## src/rtl/uart_rx_fifo.sv

```systemverilog
// UART receiver with first-word-fall-through RX FIFO, sticky error flags and interrupt request.
// Optional: define UART_RX_TIMEOUT_EN to add an idle-timeout term to o_irq.
module uart_rx_fifo #(
    parameter int CLK_FREQ    = 100_000_000,
    parameter int BAUD_RATE   = 2_000_000,
    parameter int DATA_BITS   = 8,
    parameter int PARITY_MODE = 0,
    parameter int FIFO_DEPTH  = 4,
    parameter int IRQ_LEVEL   = 1
) (
    input  logic                          i_clk,
    input  logic                          i_rst_n,
    input  logic                          i_rx,
    input  logic                          i_rd,
    input  logic                          i_clr_err,
    output logic [DATA_BITS-1:0]          o_data,
    output logic                          o_valid,
    output logic [$clog2(FIFO_DEPTH):0]   o_level,
    output logic                          o_overrun,
    output logic                          o_frame_err,
    output logic                          o_parity_err,
    output logic                          o_irq
);

    localparam int B  = (CLK_FREQ + BAUD_RATE / 2) / BAUD_RATE;
    localparam int CW = $clog2(B + 1);
    localparam int BW = $clog2(DATA_BITS + 1);
    localparam int AW = $clog2(FIFO_DEPTH);
    localparam int LW = AW + 1;

    localparam logic [CW-1:0] HALF_C   = CW'(B / 2);
    localparam logic [CW-1:0] FULL_C   = CW'(B);
    localparam logic [BW-1:0] LAST_BIT = BW'(DATA_BITS - 1);
    localparam logic [LW-1:0] DEPTH_C  = LW'(FIFO_DEPTH);
    localparam logic [LW-1:0] IRQ_C    = LW'(IRQ_LEVEL);

    typedef enum logic [2:0] {
        S_IDLE, S_START, S_DATA, S_PARITY, S_STOP, S_WAIT_HIGH
    } state_t;

    logic                 rx_meta, rx_sync, rx_prev;
    state_t               state, state_n;
    logic [CW-1:0]        cnt, cnt_n;
    logic [BW-1:0]        bit_idx, bit_n;
    logic [DATA_BITS-1:0] shreg, sh_n;
    logic                 par_bad, par_bad_n;
    logic                 push, pop, room, exp_par;
    logic                 set_ovr, set_fe, set_pe, timeout_term;
    logic [AW-1:0]        wr_ptr, rd_ptr;
    logic [DATA_BITS-1:0] mem [FIFO_DEPTH];

    // NOTE: every register uses non-blocking assignment so all flops update from pre-edge values.
    always_ff @(posedge i_clk or negedge i_rst_n) begin
        if (!i_rst_n) begin
            rx_meta <= 1'b1;
            rx_sync <= 1'b1;
            rx_prev <= 1'b1;
        end else begin
            rx_meta <= i_rx;
            rx_sync <= rx_meta;
            rx_prev <= rx_sync;
        end
    end

    always_ff @(posedge i_clk or negedge i_rst_n) begin
        if (!i_rst_n) begin
            state   <= S_IDLE;
            cnt     <= '0;
            bit_idx <= '0;
            shreg   <= '0;
            par_bad <= 1'b0;
        end else begin
            state   <= state_n;
            cnt     <= cnt_n;
            bit_idx <= bit_n;
            shreg   <= sh_n;
            par_bad <= par_bad_n;
        end
    end

    assign o_valid = (o_level != '0);
    assign pop     = i_rd & o_valid;
    assign room    = (o_level != DEPTH_C) | pop;
    assign exp_par = (PARITY_MODE == 2) ? ~(^shreg) : (^shreg);

    // NOTE: every signal driven here gets a default first, so no path can infer a latch.
    always_comb begin
        state_n   = state;
        cnt_n     = cnt + 1'b1;
        bit_n     = bit_idx;
        sh_n      = shreg;
        par_bad_n = par_bad;
        push      = 1'b0;
        set_ovr   = 1'b0;
        set_fe    = 1'b0;
        set_pe    = 1'b0;
        case (state)
            S_IDLE: begin
                cnt_n     = CW'(1);
                par_bad_n = 1'b0;
                if (rx_prev && !rx_sync) state_n = S_START;
            end
            S_START: begin
                if (cnt == HALF_C) begin
                    cnt_n   = CW'(1);
                    bit_n   = '0;
                    state_n = rx_sync ? S_IDLE : S_DATA;
                end
            end
            S_DATA: begin
                if (cnt == FULL_C) begin
                    cnt_n = CW'(1);
                    sh_n  = {rx_sync, shreg[DATA_BITS-1:1]};
                    if (bit_idx == LAST_BIT) state_n = (PARITY_MODE != 0) ? S_PARITY : S_STOP;
                    else                     bit_n   = bit_idx + 1'b1;
                end
            end
            S_PARITY: begin
                if (cnt == FULL_C) begin
                    cnt_n   = CW'(1);
                    state_n = S_STOP;
                    if (rx_sync != exp_par) begin
                        set_pe    = 1'b1;
                        par_bad_n = 1'b1;
                    end
                end
            end
            S_STOP: begin
                if (cnt == FULL_C) begin
                    if (rx_sync) begin
                        state_n = S_IDLE;
                        if (!par_bad) begin
                            push    = room;
                            set_ovr = ~room;
                        end
                    end else begin
                        set_fe  = 1'b1;
                        state_n = S_WAIT_HIGH;
                    end
                end
            end
            S_WAIT_HIGH: if (rx_sync) state_n = S_IDLE;
            default:     state_n = S_IDLE;
        endcase
    end

    // NOTE: the storage array has no reset; o_data is masked while empty instead.
    always_ff @(posedge i_clk) begin
        if (push) mem[wr_ptr] <= shreg;
    end

    assign o_data = o_valid ? mem[rd_ptr] : '0;

    always_ff @(posedge i_clk or negedge i_rst_n) begin
        if (!i_rst_n) begin
            wr_ptr  <= '0;
            rd_ptr  <= '0;
            o_level <= '0;
        end else begin
            if (push) wr_ptr <= wr_ptr + 1'b1;
            if (pop)  rd_ptr <= rd_ptr + 1'b1;
            case ({push, pop})
                2'b10:   o_level <= o_level + 1'b1;
                2'b01:   o_level <= o_level - 1'b1;
                default: o_level <= o_level;
            endcase
        end
    end

`ifdef UART_RX_TIMEOUT_EN
    localparam int TO = 4 * (DATA_BITS + 2) * B;
    localparam int TW = $clog2(TO + 1);
    localparam logic [TW-1:0] TO_C = TW'(TO);

    logic [TW-1:0] to_cnt;
    logic          timeout;

    always_ff @(posedge i_clk or negedge i_rst_n) begin
        if (!i_rst_n) begin
            to_cnt  <= '0;
            timeout <= 1'b0;
        end else begin
            if (push || pop)                                          to_cnt <= '0;
            else if (o_valid && state == S_IDLE && to_cnt != TO_C)    to_cnt <= to_cnt + 1'b1;
            if (pop || !o_valid)     timeout <= 1'b0;
            else if (to_cnt == TO_C) timeout <= 1'b1;
        end
    end

    assign timeout_term = timeout;
`else
    assign timeout_term = 1'b0;
`endif

    // Clear loses to a same-cycle set.
    always_ff @(posedge i_clk or negedge i_rst_n) begin
        if (!i_rst_n) begin
            o_overrun    <= 1'b0;
            o_frame_err  <= 1'b0;
            o_parity_err <= 1'b0;
            o_irq        <= 1'b0;
        end else begin
            o_overrun    <= set_ovr | (o_overrun    & ~i_clr_err);
            o_frame_err  <= set_fe  | (o_frame_err  & ~i_clr_err);
            o_parity_err <= set_pe  | (o_parity_err & ~i_clr_err);
            o_irq        <= (o_level >= IRQ_C) | o_overrun | o_frame_err | o_parity_err | timeout_term;
        end
    end

endmodule
```

## config.mk

```make
export PLATFORM = sky130hd
export DESIGN_NAME = uart_rx_fifo
export DESIGN_NICKNAME = d
export VERILOG_FILES = /design/src/rtl/uart_rx_fifo.sv
export SDC_FILE = /design/constraint.sdc
export NUM_CORES = 1
export LEC_CHECK = 0
export CAP_MARGIN = 20
export CORE_MARGIN = 1
export CORE_UTILIZATION = 40
export CTS_CLUSTER_DIAMETER = 40
export CTS_CLUSTER_SIZE = 12
export DETAILED_ROUTE_END_ITERATION = 10
export GPL_ROUTABILITY_DRIVEN = 0
export PLACE_DENSITY = 0.6
export SLEW_MARGIN = 0
export SYNTH_ARGS = -nofsm -noshare
export SYNTH_HDL_FRONTEND = slang
export SYNTH_SLANG_ARGS = --single-unit
```

## constraint.sdc

```tcl
create_clock -name i_clk -period 4.14 [get_ports i_clk]
set_input_delay 0.414 -clock i_clk [delete_from_list [all_inputs] [get_ports i_clk]]
set_output_delay 0.414 -clock i_clk [all_outputs]
set_load 0.01 [all_outputs]
```

==> results of run 1 <==
## critical path: cells and delay by family, from the launching register on
kind,cells,cell delay (ns)
buf+inv,1,0.47
mux,1,0.57
flops,1,0.72
simple gates,1,0.17
## where the power goes
group / internal, mW / leakage [nW] / switching [mW] / total (mW)
Combinational: 0.0890 / 0.596 / 0.104 / 0.193
Sequential: 0.732 / 0.808 / 0.0569 / 0.789
Clock: 0.334 / 0.107 / 0.243 / 0.578
Total: 1.16 / 1.51 / 0.404 / 1.56
## cells by family after synthesis
family / after synthesis / synth area share (%)
buffers and inverters: 20 / 2.61
multiplexers: 19 / 9.71
adder cells (fa/ha/maj): 13 / 5.21
AO/OA/AOI/OAI: 20 / 4.41
flip-flops: 68 / 59.8
AND/OR/NAND/NOR: 69 / 13.0
XOR/XNOR: 17 / 5.21
## state kept, by name, summed over array words and instances (netlist names)
name and cells:
shreg 8, rd_ptr 2, o_parity_err 1, rx_prev 1, bit_idx 4, state 3
rx_sync 1, cnt 6, o_irq 1, par_bad 1, o_overrun 1, wr_ptr 2
rx_meta 1, o_level 3, o_frame_err 1, mem 32
## metrics by stage
stage | worst slack, ns | cells | util, %
after floorplan | 2.17 | 226 | -
after global placement | 1.82 | 337 | 45.9
after detailed placement | 1.77 | 337 | 45.9
after CTS | 1.39 | 353 | 48.7
after global routing | 1.34 | 353 | 48.7
final | 1.46 | 353 | 48.7
## layer usage
metal	up-vias	global-route usage, %	part of all wire [%]
met5	-	0	0
met4	0	7.66	2.4
met3	11	3.54	2.9
met2	22	20.0	45
met1	831	18.0	50
li1	848	-	-
## cell type report
cell class | count | area share, %
Sequential cell | 68 | 51.7
Timing Repair Buffer | 20 | 5.41
Tap cell | 99 | 3.43
Clock buffer | 10 | 3.54
Multi-Input combinational cell | 138 | 32.5
Inverter | 12 | 1.25
Clock inverter | 6 | 2.18
## cell usage in the layout, fill, tap and decap left out, types with 3 or more instances in the layout
master and instances:
clkinv_2 3, edfxtp_1 32, mux2_1 3, nor3_1 6, nand2_1 11, clkbuf_8 9
and2_1 13, o21ai_0 5, o22ai_1 4, dfrtp_1 33, inv_1 12, nand2b_1 5
o21ai_1 3, xor2_1 5, clkdlybuf4s50_1 19, xnor2_1 11, nand3_1 5, nor2_1 12
mux4_2 8, ha_1 13, dfstp_2 3, mux2_2 7
## worst max path at each step
stage                      end      start  slack [ns]  cells after the start
finish               o_data[1]  rd_ptr[0]        1.46                      3
global route         o_data[1]  rd_ptr[0]        1.34                      3
CTS                  o_data[1]  rd_ptr[0]        1.39                      3
detailed placement   o_data[1]  rd_ptr[0]        1.77                      3
global placement     o_data[0]  rd_ptr[0]        1.82                      3
floorplan           o_level[2]    rx_sync        2.17                      8
==> metrics.cfg, run 1 <==
[run_status]
status = finished, final reports clean

[synthesis]
synth_area_per_cell_um2 = 13.8
seq_area_frac_synth_pct = 59.8
synth_area_leaders = edfxtp_1, dfrtp_1, mux4_2, ha_1, xnor2_1
yosysMostFrequentCell = dfrtp_1
async_reset_ff_share_pct = 52.9
synth-seq-cells = 68
synth_nets = 244
synth_top_area_cell = edfxtp_1
synth_commonest_cells = dfrtp_1, edfxtp_1, and2_1, ha_1
syn-instance-count = 226
yosysWarnings = 0
ys.flop_type = dfrtp_1
synth_top_area_share_pct = 30.8
synth_edf_count = 32
synth_area_mm2 = 0.00312
yosysUniqueCellTypes = 43

[timing]
final-setup-viol-count = 0
rsz0062_at_grt = no
slew_headroom_pct = 45.9
timing.hold.ws_ns = 0.147
post-route-period-util_pct = 64.8
worst_slew_pin_slew_ns = 0.811
fmaxAchievable_mhz = 373
report.final.slew_viol_count = 0
setup_tns_ns = 0
skew_ns = 0.0114
min_period_ns = 2.68
hold_viol_final = 0

[power_and_ir_drop]
ir_drop_mv = 0.233
pwr_density_cell_mw_per_mm2 = 432
total_power_mw = 1.56
p_leak_nw = 1.51

[setup_path]
critPathSlowestCell = dfrtp_1
crit_arrival_ns = 2.27
worstSetupEndpointType = output pin
startpoint_type = register
r2r_slack_ns = 1.91
max_stage_delay_ns = 0.72
r2r_start = cnt[0]
required_ns = 3.73
path_cells = mux4_2, and2_1, clkdlybuf4s50_1
worstPathMaxFanout = 10
path_class = register to output pin
rr_worst_depth = 9
rr_endpoint = o_level[2]

[global_routing]
grt_pass1_vias = 1720
grt-ovfl-total = 0
grt_max_degree = 37
grt_pass1_wl_um = 8380
grt_antenna_before_repair = 0
grtUsageTotal_pct = 13.5

[finish]
nNetsFinal = 267
final_area_mm2 = 0.00361
fillers = 650
multiInputGateArea_mm2 = 0.00117
drive_above_1_share_pct = 16.5
seq_area_mm2 = 0.00187
diodes = 0
area_growth_pct = 15.7

[cts]
clkTransAtPathRegs_ns = 0.07
cts_setup_buffers = 0
clockBufferDepth = 2
clkLatencyLatePin_ns = 0.34
cts_sinks = 68
cts-root-buf = clkbuf_8
htreeDepth = 3
cts_resized = 0
cts_buffers = 9
hold_buffers = 0
cts_tree = yes

[hold_path]
hp-class = input port to async pin

[drt]
avgRoutedWirePerCell_um = 14.0
drtAntennaViolNets = 0
avgViaCountPerCell = 4.85
remaining_drc_errors = 0
vias = 1712
drt_iter0_drc = 51
first_pass_iters = 4
drt_wl_total_um = 4930

[place]
io_buffer_count = 20
dp_hpwl_um = 3340
post_dp_cell_area_mm2 = 0.00340

[floorplanning]
ios = 21
fp-row-count = 31
initial_core_util_pct = 42.1
fp.dieW_um = 90.3
dieArea_mm2 = 0.00815
die_height_um = 90.3
core-area_mm2 = 0.00741

[flow_run]
cap_violations = 0

(Power assumes the default switching activity.)
==> inputs of run 2 (changes only) <==
Clock period 4.14 ns to 2.68 ns, I/O delays scaled along.
==> run 2 against run 1 <==
Cell area unchanged. Via count increased by 2.3%. Cell count increased by 0.57%. Global-route usage increased by 0.23 points. Largest power group unchanged. Sequential share of layout area unchanged. Critical endpoint unchanged. Die area unchanged. Utilization unchanged. Count of clock-buffer cells in the layout decreased by 1. Sequential cell count unchanged. Total power increased by 50%. Register-to-register slack got worse by 1.3 ns.
==> metrics.cfg, run 2 (synthesized netlist as in run 1, its figures left out) <==
[run_status]
status = finished, final reports clean

[power_and_ir_drop]
ir_drop_mv = 0.389  ; +67%
pwr_density_cell_mw_per_mm2 = 649  ; +50%
p_leak_nw = 1.51  ; -0.26%

[place]
dp_hpwl_um = 3350  ; +0.34%
io_buffer_count = 20  ; unchanged

[timing]
report.final.slew_viol_count = 0  ; unchanged
setup_tns_ns = 0  ; unchanged
fmaxAchievable_mhz = 399
timing.hold.ws_ns = 0.0154  ; -0.131 ns
final-setup-viol-count = 0  ; unchanged
hold_viol_final = 0  ; unchanged
post-route-period-util_pct = 93.5
min_period_ns = 2.51
rsz0062_at_grt = no
slew_headroom_pct = 44.9  ; -1.0 points
skew_ns = 0.00993  ; -0.00147 ns
worst_slew_pin_slew_ns = 0.827  ; +0.0153 ns

[finish]
top_regs = mem: 32 flops, shreg: 8 flops, cnt: 6 flops
multiInputGateArea_mm2 = 0.00117  ; unchanged
most-common-layout-cells = dfrtp_1, edfxtp_1, clkdlybuf4s50_1, and2_1, ha_1
regMostFlops = mem
fillers = 655  ; +0.77%
nNetsFinal = 269  ; +0.75%
diodes = 0  ; unchanged
seq_area_mm2 = 0.00187  ; unchanged
drive_above_1_share_pct = 17.6  ; +1.0 points
largest_reg_flops = 32  ; unchanged
area_growth_pct = 15.7  ; unchanged
final_common_cell = dfrtp_1

[cts]
clkLatencyLatePin_ns = 0.34  ; about the same
clockBufferDepth = 2  ; unchanged
cts_buffers = 9  ; unchanged
cts_resized = 0  ; unchanged
htreeDepth = 3  ; unchanged
clkTransAtPathRegs_ns = 0.08  ; about the same
cts_setup_buffers = 0  ; unchanged
hold_buffers = 0  ; unchanged
cts_sinks = 68  ; unchanged
cts-root-buf = clkbuf_8
cts_tree = yes

[global_routing]
grtUsageTotal_pct = 13.7  ; +0.23 points
grt_pass1_wl_um = 8670  ; +3.5%
grt-ovfl-total = 0  ; unchanged
grt_pass1_vias = 1742  ; +1.3%
grt_antenna_before_repair = 0  ; unchanged
grt_max_degree = 37  ; unchanged

[flow_run]
cap_violations = 0  ; unchanged

[setup_path]
rr_worst_depth = 9  ; unchanged
worstSetupEndpointType = output pin
path_class = register to output pin
startpoint_type = register
r2r_slack_ns = 0.60  ; -1.31 ns
crit_arrival_ns = 2.24  ; -0.03 ns
rr_endpoint = o_level[2]
r2r_start = cnt[0]
worstPathMaxFanout = 9  ; -1
required_ns = 2.41  ; -1.32 ns

[floorplanning]
initial_core_util_pct = 42.1  ; unchanged
ios = 21  ; unchanged
die_height_um = 90.3  ; unchanged
dieArea_mm2 = 0.00815  ; unchanged
fp.dieW_um = 90.3  ; unchanged
fp-row-count = 31  ; unchanged
core-area_mm2 = 0.00741  ; unchanged

[drt]
drtAntennaViolNets = 0  ; unchanged
avgViaCountPerCell = 4.94  ; +1.8%
remaining_drc_errors = 0  ; unchanged
drt_iter0_drc = 81  ; +59%
vias = 1752  ; +2.3%
first_pass_iters = 4  ; unchanged
drt_wl_total_um = 5070  ; +2.8%
avgRoutedWirePerCell_um = 14.3  ; +2.3%

[hold_path]
hp-class = input port to async pin

[run 2: cell types whose count changed in the layout (fill, tap and decap cells not counted), sizes merged]
cell and delta:
clkbuf -1, clkinvlp +2, bufinv -1, buf +2
[run 2: worst max-delay path by stage]
stage          depth (start not counted)      start  slack (ns)    endpoint
2_1_floorplan                          8    rx_sync        0.71  o_level[2]
6_report                               3  rd_ptr[0]        0.17   o_data[1]
3_5_place_dp                           3  rd_ptr[0]        0.48   o_data[1]
3_3_place_gp                           3  rd_ptr[0]        0.54   o_data[1]
4_1_cts                                3  rd_ptr[0]        0.10   o_data[1]
5_1_grt                                3  rd_ptr[0]        0.06   o_data[5]
[run 2: per-stage QoR]
step / power (mW) / utilization (%) / instances / setup slack [ns] / instance area, µm²
final: 2.34 / 48.7 / 355 / 0.174 / 3610
after global routing: 2.45 / 48.7 / 355 / 0.0568 / 3610
after CTS: 2.36 / 48.7 / 355 / 0.103 / 3610
after detailed placement: 1.54 / 46.1 / 339 / 0.481 / 3420
after global placement: 1.54 / 46.1 / 339 / 0.538 / 3420
after floorplan: 1.48 / - / 226 / 0.710 / 3120
[run 2: critical path, stage by stage, from the launching register on]
cell	delay, ns
dfrtp_1	0.70
mux4_2	0.57
and2_1	0.17
clkdlybuf4s50_1	0.47
[run 2: layer usage]
layer | part of all wire (%) | GRT usage (%) | vias to the layer above
li1 | - | - | 856
met1 | 49 | 19.3 | 863
met2 | 47 | 20.2 | 25
met3 | 2.5 | 3.11 | 8
met4 | 1.6 | 6.59 | 0
met5 | 0 | 0 | -
[run 2: final cells by class]
class	instances	share of cell area [%]
Inverter	12	1.25
Clock inverter	7	1.87
Multi-Input combinational cell	138	32.5
Timing Repair Buffer	22	5.83
Clock buffer	9	3.43
Tap cell	99	3.43
Sequential cell	68	51.7
[run 2: report_power, final]
part           internal [mW]  switching (mW)  leakage [nW]
logic                  0.138           0.165         0.607
clock network          0.424           0.395        0.0926
registers               1.13          0.0895         0.808
total                   1.69           0.649          1.51
==> inputs of run 3 (changes only) <==
Settings changed: ABC_AREA from default to 1, CAP_MARGIN 20 to default, SLEW_MARGIN 0 to 25.
==> run 3 against run 2 <==
Sequential cell count unchanged. Register-to-register slack worse by 0.11 ns. Sequential power up 8%. Synthesized area up 2.1%. Combinational power rose to 3.7 times the previous value. Cell area up 3.5%. Critical path depth up 3.
==> metrics.cfg, run 3 <==
[run_status]
status = finished, final reports clean

[timing]
post-route-period-util_pct = 91.1  ; -2.4 points
hold_viol_final = 0  ; unchanged
min_period_ns = 2.44  ; -0.0648 ns
fmaxAchievable_mhz = 410  ; +2.7%
report.final.slew_viol_count = 0  ; unchanged
final-setup-viol-count = 0  ; unchanged
timing.hold.ws_ns = 0.0172  ; +0.00178 ns
skew_ns = 0.00827  ; -0.00165 ns
rsz0062_at_grt = no
slew_headroom_pct = 45.6  ; +0.75 points
setup_tns_ns = 0  ; unchanged
worst_slew_pin_slew_ns = 0.815  ; -0.0113 ns

[place]
io_buffer_count = 20  ; unchanged
dp_hpwl_um = 4000  ; +20%
dp.cells = 450  ; +33%

[finish]
diodes = 0  ; unchanged
top_regs = mem: 32 flops, shreg: 8 flops, cnt: 6 flops
largest_reg_flops = 32  ; unchanged
final_common_cell = nand2_1
regMostFlops = mem
fin_util_pct = 48.3  ; -0.38 points
area_growth_pct = 17.2
drive_above_1_share_pct = 10.4  ; -7.1 points
fillers = 710  ; +8.4%
final_cells = 466  ; +31%
most-common-layout-cells = nand2_1, nor2_1, inv_1, o21ai_0
nNetsFinal = 377  ; +40%

[cts]
clkTransAtPathRegs_ns = 0.08  ; about the same
cts-root-buf = clkbuf_8
cts_sinks = 68  ; unchanged
cts_buffers = 9  ; unchanged
cts_tree = yes
clkLatencyLatePin_ns = 0.34  ; about the same
cts_resized = 0  ; unchanged
clockBufferDepth = 2  ; unchanged
htreeDepth = 3  ; unchanged
hold_buffers = 0  ; unchanged
cts_setup_buffers = 0  ; unchanged

[global_routing]
grt_pass1_wl_um = 10500  ; +21%
grt_pass1_vias = 2245  ; +29%
grt-ovfl-total = 0  ; unchanged
grt_antenna_before_repair = 0  ; unchanged
grt_max_degree = 37  ; unchanged
grtUsageTotal_pct = 16.4  ; +2.7 points

[floorplanning]
ios = 21  ; unchanged
dieArea_mm2 = 0.00832  ; +2.1%
die_height_um = 91.2  ; +1.0%
initial_core_util_pct = 41.2  ; -0.88 points
fp-row-count = 32  ; +3.2%
core-area_mm2 = 0.00773  ; +4.3%
fp.dieW_um = 91.2  ; +1.0%

[power_and_ir_drop]
total_power_mw = 3.31  ; +41%
p_leak_nw = 1.66  ; +9.9%
ir_drop_mv = 0.430  ; +11%
pwr_density_cell_mw_per_mm2 = 887  ; +37%

[synthesis]
synth-seq-cells = 68  ; unchanged
yosysWarnings = 0  ; unchanged
syn-instance-count = 328  ; +45%
yosysUniqueCellTypes = 31  ; -28%
yosysMostFrequentCell = nand2_1
synth_commonest_cells = nand2_1, nor2_1, inv_1
synth_top_area_cell = edfxtp_1
synth_area_leaders = edfxtp_1, dfrtp_1, nand2_1, nor2_1, o21ai_0
async_reset_ff_share_pct = 52.9  ; unchanged
synth_area_per_cell_um2 = 9.71  ; -30%
ys.flop_type = dfrtp_1
synth_top_area_share_pct = 30.2  ; -0.64 points
synth_area_mm2 = 0.00319  ; +2.1%
synth_nets = 346  ; +42%
synth_edf_count = 32  ; unchanged
seq_area_frac_synth_pct = 58.6  ; -1.2 points

[drt]
vias = 2247  ; +28%
remaining_drc_errors = 0  ; unchanged
drt_iter0_drc = 114  ; +41%
avgViaCountPerCell = 4.82  ; -2.3%
drtAntennaViolNets = 0  ; unchanged
drt_wl_total_um = 5930  ; +17%
avgRoutedWirePerCell_um = 12.7  ; -11%
first_pass_iters = 4  ; unchanged

[setup_path]
worstPathMaxFanout = 9  ; unchanged
max_stage_delay_ns = 0.55  ; -0.15 ns
crit_arrival_ns = 2.17  ; -0.07 ns
critPathSlowestCell = clkdlybuf4s50_1
worstSetupEndpointType = output pin
path_class = register to output pin
crit_family = buffers and inverters
startpoint_type = register
required_ns = 2.41  ; about the same
path_cells = inv_1, ha_1, nand2_1, clkinvlp_4, a21oi_1, clkdlybuf4s50_1
path_buf_inv = 3  ; +2

[hold_path]
hp-class = input port to async pin

[flow_run]
cap_violations = 0  ; unchanged

run 3: stage by stage:
step / cell area [µm²] / setup WS [ns]
2_1_floorplan: 3190 / 0.638
3_3_place_gp: 3520 / 0.422
3_5_place_dp: 3520 / 0.355
4_1_cts: 3730 / 0.0700
5_1_grt: 3730 / 0.0239
6_report: 3730 / 0.239
run 3: logic make-up (layout without fill, tap and decap cells):
| logic type | count (synthesis) | count (layout) | synth area share (%) |
|---|---|---|---|
| AND/OR/NAND/NOR | 131 | 131 | 18.3 |
| flip-flops | 68 | 68 | 58.6 |
| AO/OA/AOI/OAI | 54 | 54 | 8.76 |
| buffers and inverters | 51 | 87 | 6.17 |
| adder cells (fa/ha/maj) | 13 | 13 | 5.11 |
| XOR/XNOR | 10 | 10 | 2.75 |
| multiplexers | 1 | 1 | 0.353 |
run 3: cell type report:
cell class / count / area (µm²) / area share (%)
clock buffers: 9 / 124 / 3.32
clock inverters: 7 / 81.3 / 2.18
inverters: 46 / 179 / 4.79
multi-input cells: 209 / 1120 / 30.1
flip-flops and latches: 68 / 1870 / 50.0
well taps: 102 / 128 / 3.42
repair buffers: 25 / 233 / 6.23
run 3: routing by layer:
metal | routed length (µm) | GRT usage [%] | share of wire (%)
met3 | 172 | 4.77 | 2.9
met1 | 2770 | 21.1 | 47
met4 | 77 | 5.16 | 1.3
met5 | 0 | 0 | 0
met2 | 2910 | 26.8 | 49
run 3: worst paths after layout:
kind                            depth (start not counted)        from    endpoint  slack [ns]
worst max-delay path                                    6  o_level[1]   o_data[2]        0.24
min in group i_clk                                      1        i_rx     rx_meta        0.33
max in group asynchronous                               1     i_rst_n  o_level[0]        2.11
worst max register to register                         10  o_level[1]  o_level[2]        0.49
worst min register to register                          0     rx_meta     rx_sync        0.36
worst min-delay path                                    1     i_rst_n      cnt[2]        0.02
run 3: worst register-to-register path, delay by kind of cell, from the launching register on:
family | cells | cell delay [ns]
compound gates | 1 | 0.09
xor+xnor | 1 | 0.15
simple gates | 3 | 0.51
fa+ha+maj | 2 | 0.54
buf+inv | 3 | 0.37
flops | 1 | 0.44
run 3: report_power, final:
part / internal (mW) / switching [mW] / leakage (nW)
combinational: 0.501 / 0.622 / 0.735
sequential: 1.17 / 0.148 / 0.821
clock: 0.444 / 0.421 / 0.101
total: 2.12 / 1.19 / 1.66
